File: src/rtl/adc0809_scan_sched_if.sv
// Handshake bundle between the ADC0809 scan scheduler, the converter driver
// and the manual-request / result consumers.
interface adc0809_scan_sched_if;
  logic            scan_en;
  logic [7:0]      ch_mask;
  logic            man_req;
  logic [2:0]      man_ch;
  logic            man_ack;
  logic [7:0]      man_data;
  logic            man_err;
  logic            conv_req;
  logic [2:0]      conv_ch;
  logic [7:0]      conv_data;
  logic            conv_done;
  logic [7:0][7:0] scan_data;
  logic            frame_done;
  logic            overrun;
  logic            timeout_err;

  modport master (
    input  scan_en, ch_mask, man_req, man_ch,
    input  conv_data, conv_done,
    output man_ack, man_data, man_err,
    output conv_req, conv_ch,
    output scan_data, frame_done,
    output overrun, timeout_err
  );

  modport slave (
    output scan_en, ch_mask, man_req, man_ch,
    output conv_data, conv_done,
    input  man_ack, man_data, man_err,
    input  conv_req, conv_ch,
    input  scan_data, frame_done,
    input  overrun, timeout_err
  );
endinterface

File: src/rtl/adc0809_scan_sched.sv
// Shares one ADC0809 converter between a periodic channel scan and
// on-demand manual conversions; keeps the 8x8 result bank.
module adc0809_scan_sched #(
  parameter int CLK_FRE     = 50,
  parameter int SCAN_FRE    = 1000,
  parameter int TIMEOUT_CYC = 10000
) (
  input logic                  clk,
  input logic                  rst_n,
  adc0809_scan_sched_if.master bus
);

  localparam int PERIOD = CLK_FRE * 1_000_000 / SCAN_FRE;
  localparam int PW = (PERIOD > 1) ? $clog2(PERIOD) : 1;
  localparam int TW = $clog2(TIMEOUT_CYC + 1);
  localparam logic [PW-1:0] PER_MAX = PW'(PERIOD - 1);
  localparam logic [TW-1:0] TMO_MAX = TW'(TIMEOUT_CYC - 1);

  typedef enum logic [1:0] {
    S_IDLE,
    S_ISSUE,
    S_WAIT,
    S_STORE
  } state_e;

  state_e          state_q, state_d;
  logic [PW-1:0]   per_q, per_d;
  logic            pend_q, pend_d;
  logic [7:0]      mask_q, mask_d;
  logic [2:0]      ptr_q, ptr_d;
  logic            man_q, man_d;
  logic [2:0]      ch_q, ch_d;
  logic [TW-1:0]   tmo_q, tmo_d;
  logic [7:0]      data_q, data_d;
  logic            abort_q, abort_d;
  logic            conv_req_q, conv_req_d;
  logic            man_ack_q, man_ack_d;
  logic [7:0]      man_data_q, man_data_d;
  logic            man_err_q, man_err_d;
  logic [7:0][7:0] scan_q, scan_d;
  logic            frame_done_q, frame_done_d;
  logic            overrun_q, overrun_d;
  logic            tmo_err_q, tmo_err_d;

  logic       tick;
  logic       fin;
  logic       ab;
  logic [2:0] low_ch;
  logic [2:0] nxt_ch;
  logic       nxt_ok;

  // lowest channel of the new mask, next channel above ch_q in the frame
  always_comb begin
    low_ch = 3'd0;
    nxt_ch = 3'd0;
    nxt_ok = 1'b0;
    for (int i = 7; i >= 0; i--) begin
      if (bus.ch_mask[i]) low_ch = 3'(i);
      if (mask_q[i] && (i > int'(ch_q))) begin
        nxt_ch = 3'(i);
        nxt_ok = 1'b1;
      end
    end
  end

  always_comb begin
    state_d      = state_q;
    pend_d       = pend_q;
    mask_d       = mask_q;
    ptr_d        = ptr_q;
    man_d        = man_q;
    ch_d         = ch_q;
    tmo_d        = tmo_q;
    data_d       = data_q;
    abort_d      = abort_q;
    conv_req_d   = conv_req_q;
    man_ack_d    = 1'b0;
    man_data_d   = man_data_q;
    man_err_d    = man_err_q;
    scan_d       = scan_q;
    frame_done_d = 1'b0;
    overrun_d    = overrun_q;
    tmo_err_d    = tmo_err_q;
    fin          = 1'b0;
    ab           = 1'b0;
    tick         = 1'b0;

    if (per_q == PER_MAX) begin
      per_d = '0;
      tick  = bus.scan_en & (|bus.ch_mask);
    end else begin
      per_d = per_q + 1'b1;
    end

    unique case (state_q)
      S_IDLE: begin
        if (bus.man_req) begin
          man_d = 1'b1;
          ch_d  = bus.man_ch;
        end else if (pend_q) begin
          man_d = 1'b0;
          ch_d  = ptr_q;
        end
        if (bus.man_req || pend_q) begin
          state_d    = S_ISSUE;
          conv_req_d = 1'b1;
          tmo_d      = '0;
        end
      end
      S_ISSUE: begin
        state_d = S_WAIT;
        tmo_d   = tmo_q + 1'b1;
      end
      S_WAIT: begin
        if (bus.conv_done) begin
          fin    = 1'b1;
          data_d = bus.conv_data;
        end else if (tmo_q == TMO_MAX) begin
          fin       = 1'b1;
          ab        = 1'b1;
          tmo_err_d = 1'b1;
        end else begin
          tmo_d = tmo_q + 1'b1;
        end
        if (fin) begin
          state_d    = S_STORE;
          conv_req_d = 1'b0;
          abort_d    = ab;
          // manual result is presented during STORE so the
          // requester can drop man_req before IDLE re-arbitrates
          if (man_q) begin
            man_ack_d  = 1'b1;
            man_err_d  = ab;
            man_data_d = ab ? 8'hFF : bus.conv_data;
          end
        end
      end
      S_STORE: begin
        state_d = S_IDLE;
        if (!man_q) begin
          if (!abort_q) scan_d[ch_q] = data_q;
          if (nxt_ok) begin
            ptr_d = nxt_ch;
          end else begin
            frame_done_d = 1'b1;
            pend_d       = 1'b0;
          end
        end
      end
      default: state_d = S_IDLE;
    endcase

    if (tick) begin
      if (pend_q) begin
        overrun_d = 1'b1;
      end else begin
        pend_d = 1'b1;
        mask_d = bus.ch_mask;
        ptr_d  = low_ch;
      end
    end
  end

  always_ff @(posedge clk or negedge rst_n) begin
    if (!rst_n) begin
      state_q      <= S_IDLE;
      per_q        <= '0;
      pend_q       <= 1'b0;
      mask_q       <= 8'h00;
      ptr_q        <= 3'd0;
      man_q        <= 1'b0;
      ch_q         <= 3'd0;
      tmo_q        <= '0;
      data_q       <= 8'h00;
      abort_q      <= 1'b0;
      conv_req_q   <= 1'b0;
      man_ack_q    <= 1'b0;
      man_data_q   <= 8'h00;
      man_err_q    <= 1'b0;
      scan_q       <= '0;
      frame_done_q <= 1'b0;
      overrun_q    <= 1'b0;
      tmo_err_q    <= 1'b0;
    end else begin
      state_q      <= state_d;
      per_q        <= per_d;
      pend_q       <= pend_d;
      mask_q       <= mask_d;
      ptr_q        <= ptr_d;
      man_q        <= man_d;
      ch_q         <= ch_d;
      tmo_q        <= tmo_d;
      data_q       <= data_d;
      abort_q      <= abort_d;
      conv_req_q   <= conv_req_d;
      man_ack_q    <= man_ack_d;
      man_data_q   <= man_data_d;
      man_err_q    <= man_err_d;
      scan_q       <= scan_d;
      frame_done_q <= frame_done_d;
      overrun_q    <= overrun_d;
      tmo_err_q    <= tmo_err_d;
    end
  end

  assign bus.conv_req    = conv_req_q;
  assign bus.conv_ch     = ch_q;
  assign bus.man_ack     = man_ack_q;
  assign bus.man_data    = man_data_q;
  assign bus.man_err     = man_err_q;
  assign bus.scan_data   = scan_q;
  assign bus.frame_done  = frame_done_q;
  assign bus.overrun     = overrun_q;
  assign bus.timeout_err = tmo_err_q;

endmodule

File: src/flat_wrapper.sv
// flat-port wrapper written by rule: the top's interface ports become plain ports
module adc0809_scan_sched_flat 
#(
  parameter int CLK_FRE     = 50,
  parameter int SCAN_FRE    = 1000,
  parameter int TIMEOUT_CYC = 10000
)
  (clk, rst_n, bus_scan_en, bus_ch_mask, bus_man_req, bus_man_ch, bus_conv_data, bus_conv_done, bus_man_ack, bus_man_data, bus_man_err, bus_conv_req, bus_conv_ch, bus_scan_data, bus_frame_done, bus_overrun, bus_timeout_err);
  adc0809_scan_sched_if bus_i ();
  input logic clk;
  input logic rst_n;
  input wire logic [$bits(bus_i.scan_en)-1:0] bus_scan_en;
  input wire logic [$bits(bus_i.ch_mask)-1:0] bus_ch_mask;
  input wire logic [$bits(bus_i.man_req)-1:0] bus_man_req;
  input wire logic [$bits(bus_i.man_ch)-1:0] bus_man_ch;
  input wire logic [$bits(bus_i.conv_data)-1:0] bus_conv_data;
  input wire logic [$bits(bus_i.conv_done)-1:0] bus_conv_done;
  output wire logic [$bits(bus_i.man_ack)-1:0] bus_man_ack;
  output wire logic [$bits(bus_i.man_data)-1:0] bus_man_data;
  output wire logic [$bits(bus_i.man_err)-1:0] bus_man_err;
  output wire logic [$bits(bus_i.conv_req)-1:0] bus_conv_req;
  output wire logic [$bits(bus_i.conv_ch)-1:0] bus_conv_ch;
  output wire logic [$bits(bus_i.scan_data)-1:0] bus_scan_data;
  output wire logic [$bits(bus_i.frame_done)-1:0] bus_frame_done;
  output wire logic [$bits(bus_i.overrun)-1:0] bus_overrun;
  output wire logic [$bits(bus_i.timeout_err)-1:0] bus_timeout_err;
  assign bus_i.scan_en = bus_scan_en;
  assign bus_i.ch_mask = bus_ch_mask;
  assign bus_i.man_req = bus_man_req;
  assign bus_i.man_ch = bus_man_ch;
  assign bus_i.conv_data = bus_conv_data;
  assign bus_i.conv_done = bus_conv_done;
  assign bus_man_ack = bus_i.man_ack;
  assign bus_man_data = bus_i.man_data;
  assign bus_man_err = bus_i.man_err;
  assign bus_conv_req = bus_i.conv_req;
  assign bus_conv_ch = bus_i.conv_ch;
  assign bus_scan_data = bus_i.scan_data;
  assign bus_frame_done = bus_i.frame_done;
  assign bus_overrun = bus_i.overrun;
  assign bus_timeout_err = bus_i.timeout_err;
  adc0809_scan_sched #(.CLK_FRE(CLK_FRE), .SCAN_FRE(SCAN_FRE), .TIMEOUT_CYC(TIMEOUT_CYC)) u_core (.clk(clk), .rst_n(rst_n), .bus(bus_i));
endmodule
File: config.mk
export PLATFORM = sky130hd
export DESIGN_NAME = adc0809_scan_sched_flat
export DESIGN_NICKNAME = d
export VERILOG_FILES = /design/src/rtl/adc0809_scan_sched_if.sv /design/src/rtl/adc0809_scan_sched.sv /design/src/flat_wrapper.sv
export SDC_FILE = /design/constraint.sdc
export NUM_CORES = 1
export LEC_CHECK = 0
export ABC_AREA = 1
export ABC_CLOCK_PERIOD_IN_PS = 1600
export BUFFER_PORTS_ARGS = -buffer_cell sky130_fd_sc_hd__buf_4
export CAP_MARGIN = 20
export CORE_UTILIZATION = 51
export DETAILED_ROUTE_END_ITERATION = 10
export PLACE_DENSITY = 0.84
export SKIP_LAST_GASP = 1
export SLEW_MARGIN = 20
export SYNTH_ARGS = -nofsm -noshare
export SYNTH_HDL_FRONTEND = slang
export SYNTH_SLANG_ARGS = --single-unit
File: constraint.sdc
create_clock -name clk -period 1.6 [get_ports clk]
set_input_delay 0.24 -clock clk [delete_from_list [all_inputs] [get_ports clk]]
set_output_delay 0.24 -clock clk [all_outputs]
set_load 0.05 [all_outputs]
; ---- Word-level counts from Yosys, hierarchy flattened
; Index checks and enable logic that the tools add are counted.
[totals]
register_bits = 135
inputBits = 24
out_inout_bits = 81
[classes]
add_sub_neg = 2
order_cmp = 9
eq_ne = 9
n_mux = 63
n_bitwise = 5
reduce_logical = 25
[ops]
columns = operator, n
row1 = $mux 3, 22
row2 = $bwmux 64, 1
row3 = $mux 14, 3
row4 = $pmux 14 s3, 1
row5 = $mux 1, 28
row6 = $demux 8 s3, 1
row7 = $add 16x1->16 const B, 1
row8 = $eq 16x16->1 const B, 1
row9 = $mux 16, 1
row10 = $mux 8, 2
row11 = $add 14x1->14 const B, 1
row12 = $eq 14x14->1 const B, 1
row13 = $gt 3x3->1 const A, 4
row14 = $reduce_and 2->1, 6
row15 = $reduce_and 3->1, 4
row16 = $logic_and 1x1->1, 8
row17 = $pmux 2 s4, 1
row18 = $reduce_or 8->1, 1
row19 = $gt 2x3->1 const A, 2
row20 = $eq 2x2->1 const B, 2
row21 = $lt 3x4->1 const B, 1
row22 = $mux 2, 2
row23 = $ne 2x1->1 const B, 2
row24 = $ne 2x2->1 const B, 2
row25 = 11 further kinds, 15

; ---- Longest topological paths before layout
; Gate-level depths: netlist of run 1.
[logic_depth]
depth_word = 14
mapped_depth = 11
depth_no_buf = 10

; ---- Least setup slack after synthesis of run 1
; OpenSTA, ideal clock, no wires.
[synth_timing]
path_kind = reg-to-reg
startpoint = register u_core.ch_q[1] (netlist: u_core.bus.conv_ch[1])
endpoint = register u_core.ptr_q[0]
arrival_ns = 1.542
required_ns = 1.476
path_slack_ns = -0.066
path_stages_with_launch = 10
period_less_slack_ns = 1.666
cell_sequence = dfrtp_1 > buf_6 > nor2_1 > inv_1 > nor2_1 > nor2_1 > nand2_1 > nand2_1 > a21oi_1 > a21oi_1
[synth_via]
elab_chain_len = 14
[synth_rtl]
columns = item, line
row1 = from (decl), adc0809_scan_sched.sv:32  ; logic [2:0] ch_q, ch_d;
row2 = from (signal assigned), adc0809_scan_sched.sv:191  ; ch_q <= ch_d;
row3 = $gt 3x3->1, adc0809_scan_sched.sv:59  ; if (mask_q[i] && (i > int'(ch_q))) begin
row4 = $logic_and 1x1->1, adc0809_scan_sched.sv:59
row5 = $mux 3 / $mux 1 (equally long branches) (7 in a row), adc0809_scan_sched.sv:59
row6 = $mux 3 *, adc0809_scan_sched.sv:142  ; if (nxt_ok) begin
row7 = $mux 3 *, adc0809_scan_sched.sv:140  ; if (!man_q) begin
row8 = $mux 3 *, adc0809_scan_sched.sv:95  ; unique case (state_q)
row9 = $mux 3, adc0809_scan_sched.sv:154  ; if (pend_q) begin
row10 = $mux 3 *, adc0809_scan_sched.sv:153  ; if (tick) begin
row11 = named net u_core.ptr_d[0], adc0809_scan_sched.sv:30  ; logic [2:0] ptr_q, ptr_d;
row12 = to (signal assigned), adc0809_scan_sched.sv:189  ; ptr_q <= ptr_d;
row13 = to (decl), adc0809_scan_sched.sv:30
; Mark *: on every way through the listed nets, which the timed path passes. The rest lies on a longest branch.
; A chain may end at the register's enable or synchronous reset.

; ---- Worst setup path after layout of run 1
[layout_timing]
startpoint = register u_core.state_q[0]
endpoint = register u_core.tmo_q[13]
[layout_via]
elab_chain_len = 3
[layout_rtl]
columns = item, line
row1 = from (decl), adc0809_scan_sched.sv:26  ; state_e state_q, state_d;
row2 = from (signal assigned), adc0809_scan_sched.sv:185  ; state_q <= state_d;
row3 = $eq 2x2->1 (tied with other cells), adc0809_scan_sched.sv:95
row4 = $ne 2x2->1 (no line) (tied with other cells), n/a
row5 = $reduce_and 4->1 (no line), n/a
row6 = to (signal assigned), adc0809_scan_sched.sv:192  ; tmo_q <= tmo_d;
row7 = to (decl), adc0809_scan_sched.sv:33  ; logic [TW-1:0] tmo_q, tmo_d;
; Parallel ways exist; a longest one is shown, timed or not.

==> results of run 1 <==
synth_stat cells:
| library cell | instances | area [um^2] |
|---|---|---|
| nand2_1 | 230 | 863 |
| dfrtp_1 | 134 | 3350 |
| o21ai_0 | 83 | 415 |
| inv_1 | 67 | 251 |
| nor2_1 | 50 | 188 |
| nand3_1 | 29 | 145 |
| xor2_1 | 16 | 140 |
| nand4_1 | 13 | 81.3 |
| nor3_1 | 10 | 50.1 |
| a21oi_1 | 8 | 40.0 |
| buf_2 | 7 | 35.0 |
| a31oi_1 | 6 | 37.5 |
| ha_1 | 6 | 75.1 |
| clkbuf_1 | 5 | 18.8 |
| o21ai_2 | 5 | 43.8 |
| buf_6 | 4 | 45.0 |
| nand3b_1 | 4 | 30.0 |
| o21ai_1 | 4 | 20.0 |
| nor2_4 | 3 | 33.8 |
| nor4_1 | 3 | 18.8 |
| or2_2 | 3 | 18.8 |
| nand2_2 | 2 | 12.5 |
| nand3_2 | 2 | 20.0 |
| nand3_4 | 2 | 35.0 |
| a31o_2 | 1 | 8.76 |
| buf_4 | 1 | 7.51 |
| clkinv_4 | 1 | 8.76 |
| inv_2 | 1 | 3.75 |
| nand2_4 | 1 | 11.3 |
| nand3b_4 | 1 | 20.0 |
| nand4_2 | 1 | 12.5 |
| nor4_4 | 1 | 21.3 |
| o21bai_1 | 1 | 7.51 |
sequential cells by signal, indices dropped and copies added (netlist names), 2 cells and up:
| signal | count |
|---|---|
| u_core.mask_q | 7 |
| u_core.ptr_q | 3 |
| u_core.bus.man_data | 8 |
| u_core.data_q | 8 |
| u_core.bus.conv_ch | 3 |
| u_core.state_q | 2 |
| u_core.bus.scan_data | 64 |
| u_core.per_q | 16 |
| u_core.tmo_q | 14 |
worst paths after layout:
kind                                    startpoint                        to  slack (ns)  cells past startpoint
max in group asynchronous                    rst_n           u_core.per_q[4]        0.70                      3
worst max-delay path             u_core.state_q[0]          u_core.tmo_q[13]       -0.08                      9
worst min register to register  u_core.bus.overrun        u_core.bus.overrun        0.47                      1
min in group asynchronous                    rst_n  u_core.bus.scan_data[29]        0.31                      2
worst max register to register   u_core.state_q[0]          u_core.tmo_q[13]       -0.08                      9
worst min-delay path                bus_ch_mask[4]          u_core.mask_q[4]        0.08                      3
timing repair:
item | CTS | global route
pin swaps | 1 | 17
hold buffers | 1 | 0
cloned | 1 | 7
endpoints found under the setup margin | 14 | 79
gates resized for setup | 2 | 77
buffers inserted | 4 | 9
hold endpoints to repair | 20 | 0
layout by cell type, fill, tap and decap left out, types with 11 or more instances in the layout:
| cell type | Yosys | routed |
|---|---|---|
| nand2_1 | 230 | 217 |
| buf_4 | 1 | 145 |
| dfrtp_1 | 134 | 126 |
| o21ai_0 | 83 | 70 |
| inv_1 | 67 | 63 |
| nor2_1 | 50 | 46 |
| nand3_1 | 29 | 23 |
| clkbuf_16 | 0 | 19 |
| xor2_1 | 16 | 16 |
| nand2_2 | 2 | 15 |
| o21ai_1 | 4 | 14 |
| nand4_1 | 13 | 13 |
| buf_6 | 4 | 11 |
area by class of cell:
class	instances	area [um^2]
sequential	134	3360
fill	772	3210
multi-input combinational	487	2540
timing repair buffer	164	1360
clock buffer	23	478
inverter	69	269
tap	143	179
clock inverter	9	124
cells by family (layout without fill, tap and decap cells):
group | after synthesis | after routing | synth area share (%)
DFF | 134 | 134 | 55.2
AOI/OAI and AO/OA | 108 | 108 | 9.44
buffers and inverters | 86 | 265 | 6.10
xor gates and xnor gates | 16 | 16 | 2.31
and+or+nand+nor | 355 | 357 | 25.7
adders and majority gates | 6 | 6 | 1.24
worst register-to-register path, cell delays in order (launching register included):
cell and delay (ns):
dfrtp_1 0.40, inv_2 0.09, ha_4 0.18, inv_1 0.09, nand2_2 0.07, o21ai_1 0.21
nand3b_4 0.28, buf_4 0.16, nand2_1 0.05, o21ai_0 0.07
per-stage QoR:
stage          setup WS (ns)  instances
3_5_place_dp        -0.00957        975
4_1_cts              -0.0164       1013
5_1_grt               -0.147       1029
3_3_place_gp          0.0238        975
6_report             -0.0845       1029
2_1_floorplan         0.0330        705
per-layer routing:
metal / track usage, % / routed length, um
met5: 0 / 0
met4: 8.74 / 640
met3: 5.85 / 1160
met2: 48.1 / 9220
met1: 33.7 / 7030
power groups by stage:
stage,Combinational [uW],Sequential [uW],Clock [uW]
after floorplan,1870,7940,0
after global placement,7060,5100,0
after detailed placement,7230,5120,0
after CTS,7400,5110,3990
after global routing,8700,5260,4160
final,8260,5180,4010
==> qor.csv, run 1 <==
metric,value,unit
sw frac,45.0,%
Via Count,5800,
Leak,0.00423,uW
GRT Util Overall,27.4,%
critical path's top delay family,flip-flops,
Period minus WS final,1.68,ns
DIE AREA,12300,um^2
Crit path largest cell delay,0.40,ns
syn_nets,735,
Slew HR,64.0,%
IO buf count,104,
Avg Vias per Cell,5.64,
pwr dens,2100,nW/um^2
total power,17400,uW
Crit-path slowest cell,dfrtp_1,
clock latency on the worst-skew pair,0.42,ns
Netlist cell types,33,
Setup WS post-layout,-0.0845,ns
worst path arrival time,2.03,ns
final setup violation count,22,
Critical Path End Type,flop,
"Req. time, crit path",1.94,ns
chip height,111,um
Die X,111,um
number of buffers created by CTS,17,
initial antenna violation count,0,
Clock Root Buffer,clkbuf_16,
Syn-to-layout area delta,36.8,%
Rows,39,
CTS tree,built,
syn_area_per_cell,8.61,um^2
Sw Pwr,7840,uW
clock network fraction of design power,23.0,%
Hold Crit Class,in -> reg,
placed cell areas,7270,um^2
Clock Skew,0.00928,ns
unrepaired setup endpoints after global routing,yes,
Final Cell Area,8310,um^2
I/O pin count,105,
"Clk pin slew, worst setup/hold paths",0.06,ns
Worst Tran Pin Value,0.538,ns
CTS Buffer Depth,2,
Synth Instances,705,
Hold WS,0.0758,ns
H-tree levels,4,
sequential share of power,29.7,%
Core ar.,11500,um^2
Ys Warns,0,
Int Power,9600,uW
logic gate share of total power,47.3,%
violated checks,"design-rule violations, negative setup slack",
DRC,16,
overall routed net length,18.0,mm
hpwl dp,10.5,mm
vias in the first global route,5447,
largest driver fanout on the critical path,7,
TNS Setup,-0.903,ns
final period utilization,105,%
outcome,"finished, violations left",
max_cap viols,0,
startpoint type of the worst setup path,flop,
first-pass GRT wire length,26.5,mm
maximum vdd drop,1430,uV
DR WL/cell,17.5,um
DRT iter0 DRCs,708,
Slew Limit Fails,0,
Mapped Area,6070,um^2
final core occ,72.1,%
Congestion Overflow GR,0,
Nets,903,
crit path cell chain,"inv_2, ha_4, inv_1, nand2_2, o21ai_1, nand3b_4, buf_4, nand2_1, o21ai_0",
Initial Utilization,52.7,%
largest net degree at the start of global routing,43,
critical path type,reg -> reg,
Synth Register Bits,134,
Final ANT Viol Nets,0,
WP buf/inv,3,
Initial DRT Pass Iterations,8,
endpoints failing hold,0,
Max Fclk,594,MHz
RePlAce Congestion,0.923,
sequential area share after synthesis,55.2,%
layout cells sized above 1,29.8,%
CTS sink count,134,
ANT cells,0,
No activity file was read; power rests on OpenSTA's default activity.
==> run 2: changes to the inputs <==
--- a/config.mk
+++ b/config.mk
@@ -7,11 +7,11 @@
 export LEC_CHECK = 0
 export ABC_AREA = 1
 export ABC_CLOCK_PERIOD_IN_PS = 1600
-export BUFFER_PORTS_ARGS = -buffer_cell sky130_fd_sc_hd__buf_4
 export CAP_MARGIN = 20
 export CORE_UTILIZATION = 51
 export DETAILED_ROUTE_END_ITERATION = 10
-export PLACE_DENSITY = 0.84
+export DONT_BUFFER_PORTS = 1
+export PLACE_DENSITY = 0.76
 export SKIP_LAST_GASP = 1
 export SLEW_MARGIN = 20
 export SYNTH_ARGS = -nofsm -noshare
==> run 2 against run 1 <==
  * The flow finishes with violations (design-rule violations, negative hold slack)
  * Setup slack improved by 0.091 ns
  * Count of clock-buffer cells in the layout fell by 4
  * Design area fell by 9.5%
  * Critical endpoint is now u_core.mask_q[1]
  * Highest routed layer unchanged
==> qor.csv, run 2 (same netlist as run 1, synthesis figures left out) <==
metric,value,unit,change
Period minus WS final,1.59,ns,-0.0913 ns
sequential share of power,52.9,%,+23 points
endpoints failing hold,134,,+134
FILL cells,924,,+20%
register area,3360,um^2,about the same
Die X,111,um,unchanged
startpoint type of the worst setup path,flop,,
Initial DRT Pass Iterations,8,,unchanged
I/O pin count,105,,unchanged
chip height,111,um,unchanged
Via Count,5033,,-13%
Congestion Overflow GR,0,,unchanged
worst path arrival time,1.93,ns,-0.10 ns
Avg Vias per Cell,5.42,,-3.9%
Int Power,8180,uW,-15%
Worst Tran Pin Value,0.559,ns,+0.0205 ns
H-tree levels,4,,unchanged
CTS sink count,134,,unchanged
GRT Util Overall,24.8,%,-2.6 points
pwr dens,2030,nW/um^2,-3.3%
Final ANT Viol Nets,0,,unchanged
initial antenna violation count,0,,unchanged
area of the multi-input gates,2530,um^2,about the same
setup slack at placement,-0.0466,ns,-0.0370 ns
IO buf count,0,,-100%
layout cells sized above 1,19.2,%,-11 points
start of the worst register-to-register path,u_core.per_q[0],,
Syn-to-layout area delta,23.8,%,
Core ar.,11500,um^2,unchanged
max_cap viols,0,,unchanged
total power,15300,uW,-12%
DRC,14,,-2
maximum vdd drop,1420,uV,-0.62%
ANT cells,0,,unchanged
Slew Limit Fails,0,,unchanged
Hold Crit Class,in -> async,,
Post-CTS Hold Buffers,9,,+8
outcome,"finished, violations left",,
largest net degree at the start of global routing,135,,+210%
RePlAce Congestion,0.868,,-6.0%
clock network fraction of design power,26.7,%,+3.7 points
Clock Root Buffer,clkbuf_16,,
final period utilization,99.6,%,-5.7 points
Setup WS post-layout,0.00684,ns,+0.0913 ns
violated checks,"design-rule violations, negative hold slack",,
CTS Buffer Depth,2,,unchanged
Max Fclk,628,MHz,+5.7%
Initial Utilization,52.7,%,unchanged
max reg flops,64,,unchanged
sw frac,46.4,%,+1.5 points
hpwl dp,9.75,mm,-7.0%
final setup violation count,0,,-100%
DR WL/cell,16.1,um,-8.1%
CTS tree,built,,
"Req. time, crit path",1.94,ns,about the same
Leak,0.00370,uW,-12%
R2R Path End,u_core.mask_q[1],,
largest driver fanout on the critical path,5,,-2
Rows,39,,unchanged
most frequent cells in the layout,"217 x nand2_1, 127 x dfrtp_1, 78 x o21ai_0, 66 x inv_1",,
clock latency on the worst-skew pair,0.41,ns,about the same
Critical Path End Type,flop,,
R2R Setup Slk,0.007,ns,+0.09 ns
R2R depth,8,,-1
"most common cell after layout, fill and taps aside",nand2_1,,
critical path type,reg -> reg,,
number of buffers created by CTS,17,,unchanged
logic gate share of total power,20.4,%,-27 points
first-pass GRT wire length,24.1,mm,-9.3%
Nets,804,,-11%
unrepaired setup endpoints after global routing,yes,,
"Clk pin slew, worst setup/hold paths",0.06,ns,about the same
vias in the first global route,4976,,-8.6%
DRT iter0 DRCs,397,,-44%
Hold WS,-0.479,ns,-0.555 ns
Slew HR,62.7,%,-1.2 points
DIE AREA,12300,um^2,unchanged
Sw Pwr,7100,uW,-9.5%
Clock Skew,0.00916,ns,-0.000124 ns
overall routed net length,15.0,mm,-17%
-- run 2: cell type report --
| type | instances | share of cell area (%) |
|---|---|---|
| timing repair buffer | 63 | 7.24 |
| clock buffer | 19 | 5.89 |
| multi-input combinational | 488 | 33.7 |
| timing repair inverter | 1 | 0.150 |
| inverter | 69 | 3.58 |
| sequential | 134 | 44.7 |
| clock inverter | 12 | 2.36 |
| tap | 143 | 2.38 |
-- run 2: how the worst max path moves through the flow --
stage,depth (start not counted),endpoint,slack (ns),start
3_3_place_gp,8,u_core.per_q[12],0.04,u_core.per_q[0]
4_1_cts,8,u_core.tmo_q[13],-0.0001,u_core.tmo_q[1]
5_1_grt,9,u_core.ptr_q[0],-0.10,u_core.per_q[0]
2_1_floorplan,9,u_core.ptr_q[0],0.03,u_core.bus.conv_ch[1]
3_5_place_dp,8,u_core.tmo_q[3],-0.05,u_core.tmo_q[1]
6_report,8,u_core.mask_q[1],0.007,u_core.per_q[0]
-- run 2: power by group through the flow --
stage / clock [uW] / combinational (uW) / sequential [uW]
final: 4080 / 3120 / 8080
after global routing: 4270 / 3520 / 8190
after CTS: 4120 / 2810 / 8080
after detailed placement: 0 / 2750 / 8130
after global placement: 0 / 2620 / 8100
after floorplan: 0 / 1870 / 7940
-- run 2: what timing repair did --
item,4_1_cts,5_1_grt
resized for setup,4,58
hold endpoints to repair,143,134
gates cloned,1,4
endpoints found under the setup margin,30,74
buffers inserted,2,12
pin swaps,2,9
-- run 2: worst max-delay path, cell delays in order (launching register included) --
cell and delay (ns):
dfrtp_1 0.36, ha_2 0.21, nand2_2 0.08, nor2_4 0.12, nand3_2 0.09, nor2_4 0.20
nand3_4 0.17, buf_12 0.18, o21ai_2 0.10
-- run 2: metal layers --
metal / vias up / wire (um) / GRT usage (%)
met1: 2435 / 6340 / 30.6
met4: 0 / 286 / 8.83
li1: 2414 / - / -
met3: 27 / 895 / 7.05
met5: - / 0 / 0
met2: 157 / 7440 / 41.5
-- run 2: metrics by stage --
step | cells | setup TNS, ns | util [%] | hold WS (ns) | area [um^2]
after floorplan | 705 | 0 | - | -0.0556 | 6080
after global routing | 929 | -4.16 | 65.3 | -0.495 | 7520
final | 929 | 0 | 65.3 | -0.479 | 7520
after detailed placement | 870 | -0.723 | 56.1 | -0.0517 | 6450
after CTS | 913 | -0.000115 | 62.7 | -0.489 | 7220
after global placement | 870 | 0 | 56.1 | -0.0521 | 6450
